### src/rtl/mem_access_stage_pkg.sv
// Shared encodings and store-lane helpers for the MEM pipeline stage.
// Memory size codes, FSM state encoding, byte-enable/data replication functions.
package mem_access_stage_pkg;

    localparam int DATA_W = 32;

    localparam logic [1:0] MEM_BYTE = 2'b00;
    localparam logic [1:0] MEM_HALF = 2'b01;
    localparam logic [1:0] MEM_WORD = 2'b10;

    typedef enum logic [1:0] {
        ST_IDLE = 2'd0,
        ST_REQ  = 2'd1,
        ST_DONE = 2'd2
    } state_t;

    // Size code 2'b11 falls into the word branch on purpose.
    function automatic logic [3:0] store_be(input logic [1:0] size, input logic [1:0] lane);
        case (size)
            MEM_BYTE: return 4'b0001 << lane;
            MEM_HALF: return lane[1] ? 4'b1100 : 4'b0011;
            default:  return 4'b1111;
        endcase
    endfunction

    function automatic logic [31:0] store_wdata(input logic [1:0] size, input logic [31:0] wd);
        case (size)
            MEM_BYTE: return {4{wd[7:0]}};
            MEM_HALF: return {2{wd[15:0]}};
            default:  return wd;
        endcase
    endfunction

    function automatic logic is_misaligned(input logic [1:0] size, input logic [1:0] lane);
        return ((size == MEM_HALF) && lane[0]) || (size[1] && (lane != 2'b00));
    endfunction

endpackage

### src/rtl/mem_access_stage_if.sv
// Data-memory request/acknowledge bus between the MEM stage (master) and memory (slave).
interface mem_access_stage_if #(
    parameter int WIDTH = 32
);
    logic             req;
    logic             we;
    logic [WIDTH-1:0] addr;
    logic [3:0]       be;
    logic [WIDTH-1:0] wdata;
    logic             ack;
    logic [WIDTH-1:0] rdata;

    modport master (output req, we, addr, be, wdata, input ack, rdata);
    modport slave  (input req, we, addr, be, wdata, output ack, rdata);
endinterface

### src/rtl/mem_load_align.sv
// Load data formatter: selects the addressed byte/half of the read word and
// zero- or sign-extends it to the full datapath width.
module mem_load_align
    import mem_access_stage_pkg::*;
(
    input  logic [31:0] rdata,
    input  logic [1:0]  addr,
    input  logic [1:0]  size,
    input  logic        is_signed,
    output logic [31:0] readdata
);

    logic [7:0]  lanes [4];
    logic [7:0]  byte_sel;
    logic [15:0] half_sel;

    genvar gi;
    generate
        for (gi = 0; gi < 4; gi++) begin : g_lane
            assign lanes[gi] = rdata[8*gi +: 8];
        end
    endgenerate

    assign byte_sel = lanes[addr];
    assign half_sel = addr[1] ? rdata[31:16] : rdata[15:0];

    always_comb begin
        case (size)
            MEM_BYTE: readdata = {{24{is_signed & byte_sel[7]}}, byte_sel};
            MEM_HALF: readdata = {{16{is_signed & half_sel[15]}}, half_sel};
            default:  readdata = rdata;
        endcase
    end

endmodule

### src/rtl/mem_access_stage.sv
// MEM pipeline stage: multi-cycle loads/stores over a req/ack bus, upstream stall, load formatting.
// Optional build macro MEM_ALIGN_CHECK_EN adds misaligned-access trapping and the misalign_exc output.
module mem_access_stage
    import mem_access_stage_pkg::*;
#(
    parameter int WIDTH       = DATA_W,
    parameter int TIMEOUT_CYC = 16
) (
    input  logic             clk,
    input  logic             rst,
    input  logic             valid_em,
    input  logic             memread_em,
    input  logic             memwrite_em,
    input  logic [1:0]       memsize_em,
    input  logic             memsigned_em,
    input  logic             regwrite_em,
    input  logic             memtoreg_em,
    input  logic [WIDTH-1:0] aluout_em,
    input  logic [WIDTH-1:0] writedata_em,
    input  logic [4:0]       regaddr_em,
    mem_access_stage_if.master dmem,
    output logic             stall_mem,
    output logic             regwrite_mem,
    output logic             memtoreg_mem,
    output logic [WIDTH-1:0] aluout_mem,
    output logic [WIDTH-1:0] readdata_mem,
    output logic [4:0]       regaddr_mem,
    output logic             bus_err
`ifdef MEM_ALIGN_CHECK_EN
    ,
    output logic             misalign_exc
`endif
);

    localparam int CNT_W = $clog2(TIMEOUT_CYC + 1);

    state_t           state_reg, state_next;
    logic [CNT_W-1:0] cnt_reg, cnt_next;
    logic [WIDTH-1:0] rdata_reg, rdata_next;
    logic             timed_out_reg, timed_out_next;
    logic             bus_err_reg, bus_err_next;
    logic             we_reg, we_next;
    logic [3:0]       be_reg, be_next;
    logic [WIDTH-1:0] addr_reg, addr_next;
    logic [WIDTH-1:0] wdata_reg, wdata_next;

    logic             is_access;
    logic             misaligned;
    logic [WIDTH-1:0] load_data;

    assign is_access = valid_em & (memread_em | memwrite_em);

`ifdef MEM_ALIGN_CHECK_EN
    assign misaligned = is_misaligned(memsize_em, aluout_em[1:0]);
`else
    assign misaligned = 1'b0;
`endif

    // EX2MEM is frozen by the stall, so the live address/size still describe the held load.
    mem_load_align u_load_align (
        .rdata     (rdata_reg),
        .addr      (aluout_em[1:0]),
        .size      (memsize_em),
        .is_signed (memsigned_em),
        .readdata  (load_data)
    );

    assign dmem.req   = (state_reg == ST_REQ);
    assign dmem.we    = we_reg;
    assign dmem.be    = be_reg;
    assign dmem.addr  = addr_reg;
    assign dmem.wdata = wdata_reg;
    assign bus_err    = bus_err_reg;

    always_ff @(posedge clk) begin
        if (rst) begin
            state_reg     <= ST_IDLE;
            cnt_reg       <= '0;
            rdata_reg     <= '0;
            timed_out_reg <= 1'b0;
            bus_err_reg   <= 1'b0;
            we_reg        <= 1'b0;
            be_reg        <= '0;
            addr_reg      <= '0;
            wdata_reg     <= '0;
        end else begin
            state_reg     <= state_next;
            cnt_reg       <= cnt_next;
            rdata_reg     <= rdata_next;
            timed_out_reg <= timed_out_next;
            bus_err_reg   <= bus_err_next;
            we_reg        <= we_next;
            be_reg        <= be_next;
            addr_reg      <= addr_next;
            wdata_reg     <= wdata_next;
        end
    end

    always_comb begin
        state_next     = state_reg;
        cnt_next       = cnt_reg;
        rdata_next     = rdata_reg;
        timed_out_next = timed_out_reg;
        bus_err_next   = 1'b0;
        we_next        = we_reg;
        be_next        = be_reg;
        addr_next      = addr_reg;
        wdata_next     = wdata_reg;

        stall_mem      = 1'b0;
        regwrite_mem   = valid_em & regwrite_em & ~memwrite_em;
        memtoreg_mem   = memtoreg_em;
        aluout_mem     = aluout_em;
        readdata_mem   = '0;
        regaddr_mem    = regaddr_em;
`ifdef MEM_ALIGN_CHECK_EN
        misalign_exc   = 1'b0;
`endif

        case (state_reg)
            ST_IDLE: begin
                if (is_access && misaligned) begin
`ifdef MEM_ALIGN_CHECK_EN
                    misalign_exc = 1'b1;
`endif
                    regwrite_mem = 1'b0;
                    memtoreg_mem = 1'b0;
                end else if (is_access) begin
                    stall_mem      = 1'b1;
                    regwrite_mem   = 1'b0;
                    memtoreg_mem   = 1'b0;
                    we_next        = memwrite_em;
                    be_next        = store_be(memsize_em, aluout_em[1:0]);
                    addr_next      = {aluout_em[WIDTH-1:2], 2'b00};
                    wdata_next     = store_wdata(memsize_em, writedata_em);
                    cnt_next       = '0;
                    timed_out_next = 1'b0;
                    state_next     = ST_REQ;
                end
            end
            ST_REQ: begin
                stall_mem    = 1'b1;
                regwrite_mem = 1'b0;
                memtoreg_mem = 1'b0;
                cnt_next     = cnt_reg + 1'b1;
                if (dmem.ack) begin
                    rdata_next = dmem.rdata;
                    state_next = ST_DONE;
                end else if (cnt_reg == CNT_W'(TIMEOUT_CYC - 1)) begin
                    bus_err_next   = 1'b1;
                    timed_out_next = 1'b1;
                    rdata_next     = '0;
                    state_next     = ST_DONE;
                end
            end
            ST_DONE: begin
                if (timed_out_reg) begin
                    regwrite_mem = 1'b0;
                end
                if (memread_em) begin
                    readdata_mem = load_data;
                end
                state_next = ST_IDLE;
            end
            default: state_next = ST_IDLE;
        endcase
    end

endmodule

### src/flat_wrapper.sv
// flat-port wrapper written by rule: the top's interface ports become plain ports
module mem_access_stage_flat import mem_access_stage_pkg::*;
#(
    parameter int WIDTH       = DATA_W,
    parameter int TIMEOUT_CYC = 16
)
  (clk, rst, valid_em, memread_em, memwrite_em, memsize_em, memsigned_em, regwrite_em, memtoreg_em, aluout_em, writedata_em, regaddr_em, stall_mem, regwrite_mem, memtoreg_mem, aluout_mem, readdata_mem, regaddr_mem, bus_err, dmem_req, dmem_we, dmem_addr, dmem_be, dmem_wdata, dmem_ack, dmem_rdata);
  mem_access_stage_if #(.WIDTH(WIDTH)) dmem_i ();
  input  logic clk;
  input  logic rst;
  input  logic valid_em;
  input  logic memread_em;
  input  logic memwrite_em;
  input  logic [1:0] memsize_em;
  input  logic memsigned_em;
  input  logic regwrite_em;
  input  logic memtoreg_em;
  input  logic [WIDTH-1:0] aluout_em;
  input  logic [WIDTH-1:0] writedata_em;
  input  logic [4:0] regaddr_em;
  output logic stall_mem;
  output logic regwrite_mem;
  output logic memtoreg_mem;
  output logic [WIDTH-1:0] aluout_mem;
  output logic [WIDTH-1:0] readdata_mem;
  output logic [4:0] regaddr_mem;
  output logic bus_err;
  output wire logic [$bits(dmem_i.req)-1:0] dmem_req;
  output wire logic [$bits(dmem_i.we)-1:0] dmem_we;
  output wire logic [$bits(dmem_i.addr)-1:0] dmem_addr;
  output wire logic [$bits(dmem_i.be)-1:0] dmem_be;
  output wire logic [$bits(dmem_i.wdata)-1:0] dmem_wdata;
  input wire logic [$bits(dmem_i.ack)-1:0] dmem_ack;
  input wire logic [$bits(dmem_i.rdata)-1:0] dmem_rdata;
  assign dmem_req = dmem_i.req;
  assign dmem_we = dmem_i.we;
  assign dmem_addr = dmem_i.addr;
  assign dmem_be = dmem_i.be;
  assign dmem_wdata = dmem_i.wdata;
  assign dmem_i.ack = dmem_ack;
  assign dmem_i.rdata = dmem_rdata;
  mem_access_stage #(.WIDTH(WIDTH), .TIMEOUT_CYC(TIMEOUT_CYC)) u_core (.clk(clk), .rst(rst), .valid_em(valid_em), .memread_em(memread_em), .memwrite_em(memwrite_em), .memsize_em(memsize_em), .memsigned_em(memsigned_em), .regwrite_em(regwrite_em), .memtoreg_em(memtoreg_em), .aluout_em(aluout_em), .writedata_em(writedata_em), .regaddr_em(regaddr_em), .dmem(dmem_i), .stall_mem(stall_mem), .regwrite_mem(regwrite_mem), .memtoreg_mem(memtoreg_mem), .aluout_mem(aluout_mem), .readdata_mem(readdata_mem), .regaddr_mem(regaddr_mem), .bus_err(bus_err));
endmodule
### config.mk
export PLATFORM = sky130hd
export DESIGN_NAME = mem_access_stage_flat
export DESIGN_NICKNAME = d
export VERILOG_FILES = /design/src/rtl/mem_access_stage_pkg.sv /design/src/rtl/mem_access_stage_if.sv /design/src/rtl/mem_load_align.sv /design/src/rtl/mem_access_stage.sv /design/src/flat_wrapper.sv
export SDC_FILE = /design/constraint.sdc
export NUM_CORES = 1
export LEC_CHECK = 0
export ABC_AREA = 1
export CAP_MARGIN = 20
export CORE_MARGIN = 2
export CORE_UTILIZATION = 37
export DETAILED_ROUTE_END_ITERATION = 6
export PLACE_DENSITY = 0.77
export SYNTH_ARGS = -nofsm -noshare
export SYNTH_HDL_FRONTEND = slang
export SYNTH_SLANG_ARGS = --single-unit
### constraint.sdc
create_clock -name clk -period 2.3 [get_ports clk]
set_input_delay 0.69 -clock clk [delete_from_list [all_inputs] [get_ports clk]]
set_output_delay 0.69 -clock clk [all_outputs]
set_load 0.01 [all_outputs]
### Yosys cells after proc, flatten, opt, wreduce, memory -nomap -nowiden

Cells that the tools add are included.
W data, S select, Z words.

| cells by class | value |
|---|---|
| add/subtract/negate cells | 1 |
| magnitude comparators | 1 |
| equal/unequal tests | 8 |
| shift operators | 1 |
| mux-type cells | 30 |
| bitwise operators | 9 |
| reduce and logical (&&, ||, !) cells | 10 |

Operators with widths:

| cell | number |
|---|---|
| $mux W32 | 4 |
| $pmux W32 S2 | 2 |
| $bmux W8 S2 | 1 |
| $mux W16 | 1 |
| $mux W8 | 2 |
| $pmux W5 S2 | 1 |
| $mux W1 | 8 |
| $pmux W4 S2 | 1 |
| $reduce_and A2 Y1 | 4 |
| $mux W2 | 3 |
| $pmux W1 S2 | 3 |
| $add A5 B1 Y5 const B | 1 |
| $and A1 B1 Y1 | 5 |
| $eq A5 B4 Y1 const B | 1 |
| $mux W5 | 1 |
| $eq A2 B1 Y1 const B | 2 |
| $logic_not A2 Y1 | 2 |
| $mux W4 | 1 |
| $ne A2 B1 Y1 const B | 2 |
| $pmux W2 S2 | 1 |
| $reduce_and A4 Y1 | 1 |
| $reduce_bool A2 Y1 | 2 |
| $shl A1 B2 Y4 const A | 1 |
| $ge A3 B3 Y1 const B | 1 |
| other kinds (8) | 9 |

| word-level totals | value |
|---|---|
| register bits after elaboration | 108 |
| bits of input ports | 112 |
| word-level logic and storage cells | 69 |

### Depth between registers and ports, before layout

| logic depth | value |
|---|---|
| word-level depth | 8 |
| mapped depth | 11 |
| mapped depth without buffers | 9 |

### Modules after synthesis

Synthesis repeated with hierarchy kept, for this count alone.

| unflattened totals | value |
|---|---|
| cells, all modules | 892 |
| area total of the unflattened synthesis | 5,989.5 µm² |

Modules (own cells, without submodules):

| module | instances | cells an instance | area an instance (µm²) |
|---|---|---|---|
| mem_access_stage | 1 | 739 | 5,081.1 |
| mem_load_align | 1 | 153 | 908.4 |

### Worst setup path after synthesis

OpenSTA, ideal clock, no wires.

| timing path | value |
|---|---|
| path kind | input -> output |
| from | input memsize_em[1] |
| to | output readdata_mem[2] |
| data arrival time | 1.637 ns |
| required time | 1.610 ns |
| path slack | -0.027 ns |
| stages | 8 |
| path buffers | 1 |
| cell sequence | buf_2 nor2_4 nand2_1 nand2_1 nand3_1 nand2_1 nor2_1 nor2_1 |

| between the ends | value |
|---|---|
| longest elaborated chain between the ends | 4 |

Ends and longest elaborated chain:

| what | line | RTL |
|---|---|---|
| from (decl) | flat_wrapper.sv:14 | `input logic [1:0] memsize_em;` |
| $eq A2 B1 Y1 / $logic_not A2 Y1 (equally long branches) | mem_load_align.sv:28 | `case (size)` |
| $pmux W32 S2 (*) | mem_load_align.sv:28 |  |
| $mux W32 (*) | mem_access_stage.sv:160 | `if (memread_em) begin` |
| $mux W32 (*) | mem_access_stage.sv:120 | `case (state_reg)` |
| to (decl) | flat_wrapper.sv:25 | `output logic [WIDTH-1:0] readdata_mem;` |

Every way passes the cells marked *; elsewhere a longest branch is shown, timed or not.

### Worst setup path in the final report

| timing path | value |
|---|---|
| from | input aluout_em[0] |
| to | output readdata_mem[5] |

| between the ends | value |
|---|---|
| longest elaborated chain between the ends | 7 |

Ends and longest elaborated chain:

| what | line | RTL |
|---|---|---|
| from (decl) | flat_wrapper.sv:18 | `input logic [WIDTH-1:0] aluout_em;` |
| $not A2 Y3 (not written as such) | mem_load_align.sv:24 | `assign byte_sel = lanes[addr];` |
| $bmux W8 S2 | mem_load_align.sv:24 |  |
| $mux W8 (not written as such) (2 in a row) | mem_load_align.sv:24 |  |
| $pmux W32 S2 | mem_load_align.sv:28 |  |
| $mux W32 | mem_access_stage.sv:160 |  |
| $mux W32 | mem_access_stage.sv:120 |  |

Every way passes these cells. The select of a mux whose other input is x is not followed.

==> flow_summary.toml <==
[setup_path]
worstPathMaxFanout = 4
startpoint_type = "primary input"
crit_required_ps = 1610
crit_chain = "buf_8, buf_6, inv_8, buf_6, nand3_4, nand2_4, buf_6, buf_6, nand3_2, nand2_1, nor2_1, nor2_1, buf_2"
worstReg2RegEnd = "u_core.dmem.wdata[13]$_SDFFE_PP0P_"
r2r-start = "u_core.state_reg[1]$_SDFFE_PP0P_"
cpPeakStageDelay_ps = 160
endpoint_kind = "output port"
critical_path_arrival_ps = 1850
cp_common_cell = "buf_6"
reg2reg_slack_ps = 400
cp_slowest_cell = "buf_2"
critPathKind = "primary input to output port"
reg2regPathDepth = 9

[run_status]
status = "finished, violations left"
violations = "negative setup slack"

[routing]
drc = 0
drt_first_pass_iters = 5
drtAntennaViolNets = 0
route.detailed.wl_per_inst_um = 15.4
drtIter0Drc = 441
wl_um = 18600
viasPerCell = 5.01
vias = 6027

[clock_network]
holdBufCountCts = 0
clk_pin_slew_ps = 70
cts_tree = "yes"
cts_buffers = 9
worst_skew_pair.late_latency_ps = 350
cts.sinks = 108
cts_root_buf = "clkbuf_16"
cts_buffer_depth = 2
htree_num_levels = 3

[min_path]
min_to = "u_core.dmem.addr[10]$_SDFFE_PP0P_"
hold_depth = 2
hp-class = "flop to flop"
worstHoldStart = "u_core.dmem.addr[10]$_SDFFE_PP0P_"

[synthesis]
yosys_warnings = 0
synth_enable_flop_cells = 0
ys_seq_elements = 108
ys_types = 31
synthFlopType = "dfxtp_1"
synthTopCellsByArea = "dfxtp_1 41%, nand2_1 15%, a21oi_1 9.5%"
synth_top_area_cell = "dfxtp_1"
avgSynthCellArea_sq_um = 7.03
postSynthCellCount = 755
synth_top_area_share_pct = 40.8
synth_seq_area_share_pct = 40.8
netlist_area_sq_um = 5310
async_flop_share_pct = 0

[grt]
grt_overflow = 0
grt_pass1_vias = 5509
grt_max_degree = 78
antenna_found_initial = 1
grt_pass1_wl_um = 27500
grt.total_usage_pct = 23.2

[power_and_ir_drop]
clockPowerShare_pct = 32.8
seqPwrFrac_pct = 43.7
p_switching_w = 0.00133
p_int_w = 0.00334
switching_share_pct = 28.5
p_per_area_nw_per_um2 = 531
combPwrFrac_pct = 23.5
ir_drop_mv = 0.378
p_leak_nw = 3.75

[floorplanning]
core_area_sq_um = 13900
io_pins = 255
die_h_um = 124
num_rows = 43
initial_core_util_pct = 38.1
dieArea_sq_um = 15300
die_w_um = 124

[timing]
finalCritPeriodShare_pct = 110
setup_tns_ps = -5430
worst_hold_slack_ps = 463
setup_ws_ps = -236
rsz0062_at_grt = "yes"
finalSetupViolations = 32
fin_worst_skew_ps = 10.6
hold_viol = 0
min_period_ps = 2540
fmax_ghz = 0.394
slew_violations = 0

[place]
place_hpwl_um = 12800
gp_congestion = 0.892
io_buffer_count = 242
place_ws_ps = -1070

[final_layout]
finalNetCount = 1132
drive_gt1_share_pct = 22.9
syn_to_final_growth_pct = 65.7
final_core_util_pct = 63.1
n_fill_cell = 1227
num_antenna_cells = 0

[flow_run]
cap_viol_max_count = 0
-- worst max-delay path, delay by kind of cell --
kind,cells,cell delay (ps)
AND/OR/NAND/NOR,6,420
buffers and inverters,7,730
-- synth_stat cells, drive strengths merged, types with 2 or more instances --
master  number
a21oi      102
a31oi       13
buf         65
clkbuf      23
dfxtp      108
ha           2
inv         42
nand2      220
nand3       68
nand4        4
nor2        66
o211a        4
o21ai       33
-- layout by cell type (no fill, tap or decap), types with 2 or more instances in the layout --
cell / count
inv_6: 2
nand2_4: 8
o21ai_0: 30
a31oi_1: 12
nand3_1: 52
nor2_1: 45
o211a_1: 4
inv_1: 28
clkbuf_16: 9
nand2_1: 195
nor2_2: 3
clkinv_4: 2
inv_8: 2
nand2_2: 16
ha_1: 2
buf_6: 37
buf_4: 72
buf_2: 15
clkdlybuf4s15_2: 2
clkdlybuf4s50_1: 165
dfxtp_1: 108
conb_1: 2
nand4_1: 4
nand3_2: 12
dlygate4sd2_1: 35
o21ai_1: 3
buf_12: 7
nor2_4: 18
buf_8: 4
nand3_4: 4
a21oi_1: 101
inv_2: 12
-- worst max path at each step --
| stage | to | startpoint | slack, ps | depth (start not counted) |
|---|---|---|---|---|
| finish | readdata_mem[5] | aluout_em[0] | -240 | 13 |
| global route | readdata_mem[5] | aluout_em[0] | -320 | 13 |
| CTS | readdata_mem[3] | memsize_em[1] | -260 | 12 |
| detailed placement | readdata_mem[22] | aluout_em[0] | -1070 | 13 |
| global placement | readdata_mem[24] | aluout_em[0] | -1030 | 13 |
| floorplan | readdata_mem[21] | aluout_em[0] | 0.3 | 11 |
-- power by group through the flow --
| stage | Combinational, W | Clock [W] | Sequential, W |
|---|---|---|---|
| finish | 0.00110 | 0.00153 | 0.00204 |
| global route | 0.00118 | 0.00164 | 0.00205 |
| CTS | 0.00107 | 0.00156 | 0.00204 |
| detailed placement | 0.00103 | 0 | 0.00208 |
| global placement | 0.00102 | 0 | 0.00208 |
| floorplan | 0.000425 | 0 | 0.00212 |
-- metrics by stage --
step	power, W	instance area, sq um	std cells
after global placement	0.00310	8000	1156
after detailed placement	0.00311	8000	1156
after global routing	0.00488	8790	1203
after floorplan	0.00254	5320	756
after CTS	0.00467	8560	1197
final	0.00467	8790	1203
-- kinds of logic (layout without fill, tap and decap cells) --
| family | count (synthesis) | count (layout) | share of synthesized area [%] |
|---|---|---|---|
| AO/OA/AOI/OAI | 154 | 154 | 15.5 |
| AND/OR/NAND/NOR | 360 | 360 | 29.9 |
| other | 1 | 2 | 0.0707 |
| buffers and inverters | 130 | 397 | 13.3 |
| adder cells (fa/ha/maj) | 2 | 2 | 0.472 |
| flip-flops | 108 | 108 | 40.8 |
-- layout make-up --
class / count / area [sq um] / share of cell area [%]
clock buffers: 10 / 239 / 2.72
well taps: 180 / 225 / 2.56
inverters: 42 / 168 / 1.91
flip-flops and latches: 108 / 2160 / 24.6
multi-input cells: 518 / 2700 / 30.7
repair buffers: 339 / 3250 / 36.9
clock inverters: 6 / 53.8 / 0.612
-- repair_timing --
| action | CTS | global route |
|---|---|---|
| cloned | 2 | 0 |
| buffers inserted | 24 | 7 |
| setup endpoints to repair | 68 | 33 |
| pin swaps | 25 | 19 |
| gates resized for setup | 269 | 46 |
-- per-layer routing --
metal  vias up  part of all wire (%)  track usage (%)
met5         -                 0.070                0
met4         2                   2.9             8.03
met3        47                   8.7             7.88
met2       290                    48             38.4
met1      2746                    40             28.1
li1       2942                     -                -
(Power assumes the default switching activity.)
